$ cat src/rtl/tx_pulse_scheduler.sv
// tx_pulse_scheduler
//
// Schedules bursts of transmit pulses for a downstream code generator. A
// burst starts when start is seen in IDLE. At that point every configuration
// word is latched into shadow registers. The configuration is validated for
// one cycle. After that, sinc is high for on_time = num_dig * tiempo_b cycles
// of every periodo-cycle interval. The burst lasts until n_pulsos pulses have
// been sent, or until abort when n_pulsos is zero.
//
// Build option: define TX_ALT_CODE_EN to alternate codigo_a (even pulses) and
// codigo_b (odd pulses) on codigo_o. When it is undefined, codigo_o is always
// codigo_a and codigo_b is ignored.
//
// Ports:
//   clk, rst        clock (rising edge) and synchronous active-low reset
//   start, abort    begin a burst (sampled in IDLE) / terminate a burst
//   num_dig         code digits per pulse
//   tiempo_b        clocks per digit
//   periodo         pulse repetition interval in clocks
//   n_pulsos        pulses per burst, 0 = continuous
//   codigo_a/_b     code words, LSB transmitted first
//   sinc            pulse gate to the code generator
//   codigo_o        code word for the current/next pulse
//   num_dig_o       shadowed num_dig, stable for the whole burst
//   tiempo_b_o      shadowed tiempo_b, stable for the whole burst
//   busy            high from CHECK through the last GUARD cycle
//   done            one-cycle end-of-burst strobe
//   err_cfg         configuration rejected; held until the next accepted start
//   pulse_idx       index of the current pulse within the burst
module tx_pulse_scheduler #(
    parameter int unsigned NB_REG = 32
) (
    input  logic              clk,
    input  logic              rst,
    input  logic              start,
    input  logic              abort,
    input  logic [NB_REG-1:0] num_dig,
    input  logic [NB_REG-1:0] tiempo_b,
    input  logic [NB_REG-1:0] periodo,
    input  logic [NB_REG-1:0] n_pulsos,
    input  logic [NB_REG-1:0] codigo_a,
    input  logic [NB_REG-1:0] codigo_b,
    output logic              sinc,
    output logic [NB_REG-1:0] codigo_o,
    output logic [NB_REG-1:0] num_dig_o,
    output logic [NB_REG-1:0] tiempo_b_o,
    output logic              busy,
    output logic              done,
    output logic              err_cfg,
    output logic [NB_REG-1:0] pulse_idx
);

    localparam int unsigned NbWide = 2 * NB_REG;
    localparam logic [NB_REG-1:0] MaxDig = NB_REG'(NB_REG);

    typedef enum logic [2:0] {StIdle, StCheck, StActive, StGuard, StDone} state_e;

    state_e state_q, state_d;

    logic [NB_REG-1:0] num_dig_q, tiempo_b_q, periodo_q, n_pulsos_q;
    logic [NB_REG-1:0] codigo_a_q, codigo_b_q;
    logic [NB_REG-1:0] on_time_q, on_time_d;
    logic [NB_REG-1:0] cnt_q, cnt_d;
    logic [NB_REG-1:0] pulse_idx_q, pulse_idx_d;
    logic [NB_REG-1:0] codigo_q, codigo_d;
    logic              err_q, err_d;
    logic              load_cfg;

    logic [NbWide-1:0] on_time_full;
    logic [NB_REG-1:0] guard_len;
    logic [NB_REG-1:0] pulse_idx_inc;
    logic [NB_REG-1:0] next_code;
    logic              cfg_bad;
    logic              more_pulses;

    // Full-width product so that an oversized on_time cannot alias below periodo.
    assign on_time_full = NbWide'(num_dig_q) * NbWide'(tiempo_b_q);
    assign cfg_bad = (num_dig_q == '0) || (num_dig_q > MaxDig) || (tiempo_b_q == '0) ||
                     (on_time_full >= NbWide'(periodo_q));

    // on_time < periodo once validated, so both fit in NB_REG bits.
    assign guard_len     = periodo_q - on_time_q;
    assign pulse_idx_inc = pulse_idx_q + NB_REG'(1);
    assign more_pulses   = (n_pulsos_q == '0) || (pulse_idx_inc != n_pulsos_q);

`ifdef TX_ALT_CODE_EN
    // The code is loaded for the upcoming pulse pulse_idx+1, whose parity is the
    // opposite of the current index.
    assign next_code = pulse_idx_q[0] ? codigo_a_q : codigo_b_q;
`else
    assign next_code = codigo_a_q;

    logic unused_codigo_b;
    assign unused_codigo_b = ^{codigo_b, codigo_b_q};
`endif

    always_comb begin
        state_d     = state_q;
        cnt_d       = cnt_q;
        on_time_d   = on_time_q;
        pulse_idx_d = pulse_idx_q;
        codigo_d    = codigo_q;
        err_d       = err_q;
        load_cfg    = 1'b0;

        unique case (state_q)
            StIdle: begin
                if (start) begin
                    load_cfg    = 1'b1;
                    err_d       = 1'b0;
                    pulse_idx_d = '0;
                    // Pulse 0 always uses codigo_a. It is presented during CHECK,
                    // which is the cycle before the first sinc rise.
                    codigo_d    = codigo_a;
                    state_d     = StCheck;
                end
            end
            StCheck: begin
                if (cfg_bad) begin
                    err_d   = 1'b1;
                    state_d = StIdle;
                end else begin
                    on_time_d = on_time_full[NB_REG-1:0];
                    cnt_d     = on_time_full[NB_REG-1:0] - NB_REG'(1);
                    state_d   = StActive;
                end
            end
            StActive: begin
                if (cnt_q == '0) begin
                    cnt_d   = guard_len - NB_REG'(1);
                    state_d = StGuard;
                    // A one-cycle guard is itself the cycle before the next rise.
                    if (guard_len == NB_REG'(1) && more_pulses) begin
                        codigo_d = next_code;
                    end
                end else begin
                    cnt_d = cnt_q - NB_REG'(1);
                end
            end
            StGuard: begin
                if (cnt_q == '0) begin
                    pulse_idx_d = pulse_idx_inc;
                    if (more_pulses) begin
                        cnt_d   = on_time_q - NB_REG'(1);
                        state_d = StActive;
                    end else begin
                        state_d = StDone;
                    end
                end else begin
                    cnt_d = cnt_q - NB_REG'(1);
                    if (cnt_q == NB_REG'(1) && more_pulses) begin
                        codigo_d = next_code;
                    end
                end
            end
            StDone: begin
                state_d = StIdle;
            end
            default: begin
                state_d = StIdle;
            end
        endcase

        // abort overrides everything, including a simultaneous start in IDLE.
        if (abort) begin
            state_d     = StIdle;
            cnt_d       = cnt_q;
            on_time_d   = on_time_q;
            pulse_idx_d = pulse_idx_q;
            codigo_d    = codigo_q;
            err_d       = err_q;
            load_cfg    = 1'b0;
        end
    end

    always_ff @(posedge clk) begin
        if (!rst) begin
            state_q     <= StIdle;
            cnt_q       <= '0;
            on_time_q   <= '0;
            pulse_idx_q <= '0;
            codigo_q    <= '0;
            err_q       <= 1'b0;
            num_dig_q   <= '0;
            tiempo_b_q  <= '0;
            periodo_q   <= '0;
            n_pulsos_q  <= '0;
            codigo_a_q  <= '0;
            codigo_b_q  <= '0;
        end else begin
            state_q     <= state_d;
            cnt_q       <= cnt_d;
            on_time_q   <= on_time_d;
            pulse_idx_q <= pulse_idx_d;
            codigo_q    <= codigo_d;
            err_q       <= err_d;
            if (load_cfg) begin
                num_dig_q  <= num_dig;
                tiempo_b_q <= tiempo_b;
                periodo_q  <= periodo;
                n_pulsos_q <= n_pulsos;
                codigo_a_q <= codigo_a;
                codigo_b_q <= codigo_b;
            end
        end
    end

    assign sinc       = (state_q == StActive);
    assign busy       = (state_q == StCheck) || (state_q == StActive) || (state_q == StGuard);
    assign done       = (state_q == StDone);
    assign err_cfg    = err_q;
    assign pulse_idx  = pulse_idx_q;
    assign codigo_o   = codigo_q;
    assign num_dig_o  = num_dig_q;
    assign tiempo_b_o = tiempo_b_q;

endmodule

$ cat config.mk
export PLATFORM = sky130hd
export DESIGN_NAME = tx_pulse_scheduler
export DESIGN_NICKNAME = d
export VERILOG_FILES = /design/src/rtl/tx_pulse_scheduler.sv
export SDC_FILE = /design/constraint.sdc
export NUM_CORES = 2
export LEC_CHECK = 0
export BUFFER_PORTS_ARGS = -buffer_cell sky130_fd_sc_hd__clkbuf_2
export CELL_PAD_IN_SITES_DETAIL_PLACEMENT = 0
export CELL_PAD_IN_SITES_GLOBAL_PLACEMENT = 1
export CORE_MARGIN = 2
export CORE_UTILIZATION = 31
export CTS_BUF_LIST = sky130_fd_sc_hd__clkbuf_8
export DETAILED_ROUTE_END_ITERATION = 7
export PLACE_DENSITY_LB_ADDON = 0.15
export SLEW_MARGIN = 15
export SYNTH_ARGS = -nofsm -noshare
export SYNTH_HDL_FRONTEND = slang
export SYNTH_SLANG_ARGS = --single-unit
$ cat constraint.sdc
create_clock -name clk -period 10.8 [get_ports clk]
set_clock_uncertainty 0.05 [all_clocks]
set_input_delay 0.54 -clock clk [delete_from_list [all_inputs] [get_ports clk]]
set_output_delay 0.54 -clock clk [all_outputs]
set_load 0.005 [all_outputs]
# Word-level counts from Yosys, hierarchy flattened
# Index checks and enable logic that the tools add are counted.
# totals
ff_bits	292
in_bits	196
output_inout_bits	132
word_cells	89
# op_classes
n_addsub	6
mul	1
magnitude_cmp	2
n_eq_ne	16
n_mux	26
n_bitwise	3
reduce_logical	24
# op_table
operator	n
$mux W32	11
$pmux W32 S3	2
$logic_not A32 Y1	4
$sub A32 B1 Y32 const B	4
$eq A32 B1 Y1 const B	2
$ge A64 B32 Y1	1
$mul A32 B32 Y64	1
$pmux W32 S2	1
$add A32 B1 Y32 const B	1
$gt A32 B6 Y1 const B	1
$ne A32 B32 Y1	1
$sub A32 B32 Y32	1
$mux W3	4
$ne A2 B2 Y1 const B	6
$pmux W3 S4	1
$reduce_and A4 Y1	3
$reduce_and A7 Y1	1
$eq A3 B2 Y1 const B	2
$logic_or A1 B1 Y1	6
$reduce_and A3 Y1	2
$reduce_bool A3 Y1	2
$mux W1	5
$ne A2 B1 Y1 const B	2
$reduce_bool A2 Y1	2
other kinds (9)	12

# Logic depth before layout (Yosys ltp)
# logic_depth
ltp_word	7
ltp_mapped	43
ltp_nobuf	38

# Worst setup path after synthesis
# Ideal clock, no wire load.
# synth_timing
path_kind	register -> register
start	reg num_dig_q[14] (netlist: num_dig_o[14])
end	reg cnt_q[20]
setup_ns	0.116
arrival_ns	9.949
required_ns	10.634
path_slack_ns	0.685
path_stages_with_launch	33
path_buffers	1
synth_period_minus_slack_ns	10.115
path_cell_list	dfxtp_1 > clkbuf_1 > nand2_1 > fa_1 > fa_1 > inv_1 > fa_1 > inv_1 > fa_1 > fa_1 > inv_1 > fa_1 > fa_1 > fa_1 > ha_1 > a21oi_1 > o21ai_0 > a211oi_1 > nor2_1 > or3_1 > xor2_1 > ha_1 > a21oi_1 > nor2b_1 > o311ai_0 > o2111ai_1 > nor4b_2 > o2111ai_1 > or4_1 > or4b_4 > or4_4 > and4_1 > a41o_1
# synth_between
word_cells_on_any_way	12
cone_classes	1 x add/sub; 1 x mul; 2 x order compare; 1 x eq/ne; 2 x mux; 5 x reduce/logical
# synth_rtl
item	line_no	rtl
start, declared	60	logic [NB_REG-1:0] num_dig_q, tiempo_b_q, periodo_q, n_pulsos_q;
start signal, assigned	198	num_dig_q <= num_dig;
$mul A32 B32 Y64	77	assign on_time_full = NbWide'(num_dig_q) * NbWide'(tiempo_b_q);
via on_time_full[28]	69	logic [NbWide-1:0] on_time_full;
$ge A64 B32 Y1	79	(on_time_full >= NbWide'(periodo_q));
$logic_or A1 B1 Y1	78	assign cfg_bad = (num_dig_q == '0) || (num_dig_q > MaxDig) || (tiempo_b_q == '0) ||
$ne A2 B2 Y1 (no line)	--	
$reduce_and A4 Y1 (no line)	--	
end signal, assigned	192	cnt_q <= cnt_d;
end, declared	63	logic [NB_REG-1:0] cnt_q, cnt_d;
# The timed path passes the listed nets, and every way through them passes these cells. The select of a mux whose other input is x is not followed.
# A chain may end at the register's enable or synchronous reset.

# Worst setup path in the final report
# layout_timing
start	reg num_dig_q[16] (netlist: num_dig_o[16])
end	reg on_time_q[2]
# layout_between
word_cells_on_any_way	9
cone_classes	1 x mul; 2 x order compare; 1 x bitwise; 5 x reduce/logical
# layout_rtl
item	line_no	rtl
$mul A32 B32 Y64	77	
via on_time_full[29]	69	
$ge A64 B32 Y1	79	
$logic_or A1 B1 Y1	78	
$not A1 Y1 (no line)	--	
$reduce_and A3 Y1 (no line)	--	
end signal, assigned	193	on_time_q <= on_time_d;
end, declared	62	logic [NB_REG-1:0] on_time_q, on_time_d;
# The timed path passes the listed nets, and every way through them passes these cells.

==> run metrics <==
Initial Util=31.1%; Synth Area per Inst=8.14 µm²; htree depth=3; #FFs+latches synth=a little under 300; Async SR Flop Fraction=0%; Die Width=between 400 and 500 µm; worst path required time=11.37 ns; GR Overflow Total=0; Largest delay share family, worst path=adder cells; vias=44.9k; dpl ws=0.0480 ns; die area=173000 µm²; register-to-register setup slack=0.42 ns; worst-path fanout max=11; antenna violations before repair=3; CTS tree=yes; Post-Synthesis Net Count=approximately 8k; fin crit share=96.1%; Core Rows=151; DRT Pass-1 Iters=5; drt initial violations=2240; Final Slew Violations=0; post-synthesis mux area share=2.12%; CP most frequent cell=fa_1; post-synthesis simple-gate area fraction=21.9%; Post-synth top flop=dfxtp_1; Pwr Density=71.9 nW/µm²; CTS Buf Count=71; drt total wl=185000 µm; share of cells above drive strength 1=11.4%; Synth warnings=0; Unique masters post-synth=94; GRT Util Overall=a little over a fifth; RSZ-0062 raised after global routing=no; worst hold stages=3; min Tclk post-route=a little over 10 ns; Post-Synth Adder-Cell Area=42.1%; crit end category=flop; XOR/XNOR Fraction of Synth Area=3.33%; Leakage=0.0284 µW; reg2reg path depth=35; worst vdd ir=between 0.07 and 0.08 mV; slowest cell on the critical path=fa_1; Highest Clock Rate=0.0963 GHz; via/cell ratio=around 4.9; vias in the first global route=47.7k; register area share after synthesis=11.1%; Hold Startpoint=num_dig[14]; Crit Path Class=flop to flop; CP arrival=10.95 ns; dominant combinational cell family by area after synthesis=adder cells; Floorplan Core Area=about 170000 µm²; Fin. Hold Viols=0; total of max-cap violations=0; root buffer cell=clkbuf_8; Clock Sinks=292; TNS Setup=0 ns; FF-to-FF End=on_time_q[2]$_SDFFE_PN0P_; worst r2r src=num_dig_o[16]$_SDFFE_PN0P_; Die Ht=416 µm; Hold Path End=num_dig_o[14]$_SDFFE_PN0P_; global-route wire length before repair=289000 µm; GP Congestion=0.869; hold_ws=0.0830 ns; DR WL/cell=20.3 µm; clk_lat worst skew=slightly above 0.8 ns; hold crit path type=primary input to flop; WP buf/inv=6; clk buf depth=3; I/O pin count=about 330; slowest cell delay on critical path=0.57 ns; number of synthesized flops with an enable pin=0; fin nets=8284; Max-slew headroom=between 30% and 40%; dpl hpwl=around 150000 µm; crit start category=flop; Slew @ Worst Pin=1.01 ns; Final Util=36.2%; min setup slack post-route=0.418 ns; clock-pin slew on the worst setup and hold paths=0.05 ns; antenna viol nets, final=0; Setup violations, final=0; Synth Instances=around 6.5k; DRC=0; synth-to-layout area growth=16.4%; largest net degree at the start of global routing=102; compound-cell area share of the yosys netlist=9.55%; outcome=finished clean; Syn Std Cell Area=52600 µm²; fill count=17.9k; I/O Buffers=approximately 300
## what timing repair did
item                                    in CTS  in global routing
buffers inserted                             0                  6
pin swaps                                    1                 20
endpoints found under the setup margin      22                 66
resized for setup                            5                 90
gates cloned                                 1                  4
hold buffers                               156                  0
endpoints found under the hold margin      188                  0
## worst reg2reg max path, delay by kind of cell, from the launching register on
family | cells | cell delay, ns
flip-flops | 1 | 0.37
adder cells (fa/ha/maj) | 10 | 4.82
buffers and inverters | 6 | 0.81
XOR/XNOR | 1 | 0.26
AND/OR/NAND/NOR | 13 | 2.97
AO/OA/AOI/OAI | 4 | 0.72
multiplexers | 1 | 0.25
## cells in the mapped netlist (7+ instances only)
master	instances	area [µm²]
a211o_1	9	78.8
a211oi_1	35	263
a21boi_0	7	52.6
a21o_1	43	323
a21oi_1	364	1820
a31oi_1	17	106
and2_1	466	2920
and3_1	22	138
and4_1	14	123
buf_1	10	37.5
buf_2	7	35.0
clkbuf_1	361	1360
dfxtp_1	292	5850
fa_1	897	18000
ha_1	334	4180
inv_1	993	3730
mux2i_1	107	1070
nand2_1	1289	4840
nand2b_1	18	113
nand3_1	69	345
nand3b_1	13	97.6
nand4_1	62	388
nand4b_1	7	61.3
nor2_1	199	747
nor2b_1	16	100
nor3_1	80	400
nor3b_1	16	120
nor4_1	62	388
o2111ai_1	10	87.6
o211ai_1	38	285
o21a_1	27	203
o21ai_0	156	781
o21bai_1	13	97.6
o221ai_1	9	78.8
o22ai_1	7	43.8
o311ai_0	7	61.3
o31ai_1	16	120
or2_2	9	56.3
or3_1	44	275
or4_1	16	120
xnor2_1	132	1160
xor2_1	68	596
## cell families after synthesis
group / count (synthesis)
buffers and inverters: 1376
and+or+nand+nor: 2429
muxes: 110
adders and majority gates: 1231
xor gates and xnor gates: 200
DFF: 292
AOI/OAI and AO/OA: 821
## layout make-up
type                       count  area, µm²  area share (%)
multi-input combinational   4791      41800            68.3
sequential                   292       5900            9.65
inverter                     994       3740            6.11
clock buffer                  89       1220            2.00
clock inverter                38        284           0.464
antenna                        2       5.00         0.00818
tap                         2218       2780            4.53
timing repair buffer         707       5450            8.91
## state kept, by name, summed over array words and instances (netlist names)
signal      count
cnt_q          32
codigo_a_q     32
codigo_o       32
err_cfg         1
n_pulsos_q     32
num_dig_o      32
on_time_q      32
periodo_q      32
pulse_idx      32
state_q         3
tiempo_b_o     32
## per-stage QoR
stage	area (µm²)	power (µW)	cells
finish	61200	4400	9131
global route	61200	4710	9130
CTS	60700	4460	9119
detailed placement	57600	2870	8835
global placement	57600	2880	8835
floorplan	52600	2200	6459
## how the worst max path moves through the flow
stage | startpoint | cells after the start | to | slack (ns)
after global placement | num_dig_o[13]$_SDFFE_PN0P_ | 38 | cnt_q[20]$_SDFFE_PN0P_ | 0.02
after CTS | tiempo_b_o[6]$_SDFFE_PN0P_ | 38 | cnt_q[20]$_SDFFE_PN0P_ | 0.01
after floorplan | num_dig_o[14]$_SDFFE_PN0P_ | 32 | cnt_q[20]$_SDFFE_PN0P_ | 0.68
after global routing | num_dig_o[16]$_SDFFE_PN0P_ | 35 | on_time_q[1]$_SDFFE_PN0P_ | 0.03
final | num_dig_o[16]$_SDFFE_PN0P_ | 35 | on_time_q[2]$_SDFFE_PN0P_ | 0.42
after detailed placement | num_dig_o[12]$_SDFFE_PN0P_ | 37 | cnt_q[20]$_SDFFE_PN0P_ | 0.05
## placed cells by master, fill, tap and decap left out, types with 62 or more instances in the layout
| cell | Yosys | final |
|---|---|---|
| buf_4 | 0 | 214 |
| fa_1 | 897 | 893 |
| clkbuf_8 | 0 | 89 |
| a21oi_1 | 364 | 356 |
| nand2_1 | 1289 | 1288 |
| clkbuf_2 | 1 | 294 |
| dlygate4sd3_1 | 0 | 156 |
| o21ai_0 | 156 | 148 |
| nand4_1 | 62 | 62 |
| dfxtp_1 | 292 | 259 |
| and2_1 | 466 | 466 |
| inv_1 | 993 | 1007 |
| nor2_1 | 199 | 196 |
| xnor2_1 | 132 | 130 |
| mux2i_1 | 107 | 107 |
| xor2_1 | 68 | 64 |
| nor3_1 | 80 | 78 |
| nand3_1 | 69 | 67 |
| ha_1 | 334 | 328 |
## power by group
group / total, µW / leakage [µW] / switching, µW / internal, µW
Sequential: 1180 / 0.00239 / 62.5 / 1120
Clock: 1470 / 0.000837 / 688 / 783
Combinational: 1750 / 0.0252 / 1080 / 673
Total: 4400 / 0.0284 / 1830 / 2570
## routing by layer
layer,GRT usage [%],up-vias,part of all wire [%]
met3,3.11,192,4.3
li1,-,21123,-
met2,35.7,865,47
met1,29.5,22737,47
met5,0,-,0.0070
met4,4.87,2,2.2
Note: power is estimated with default switching activity, not from simulation.
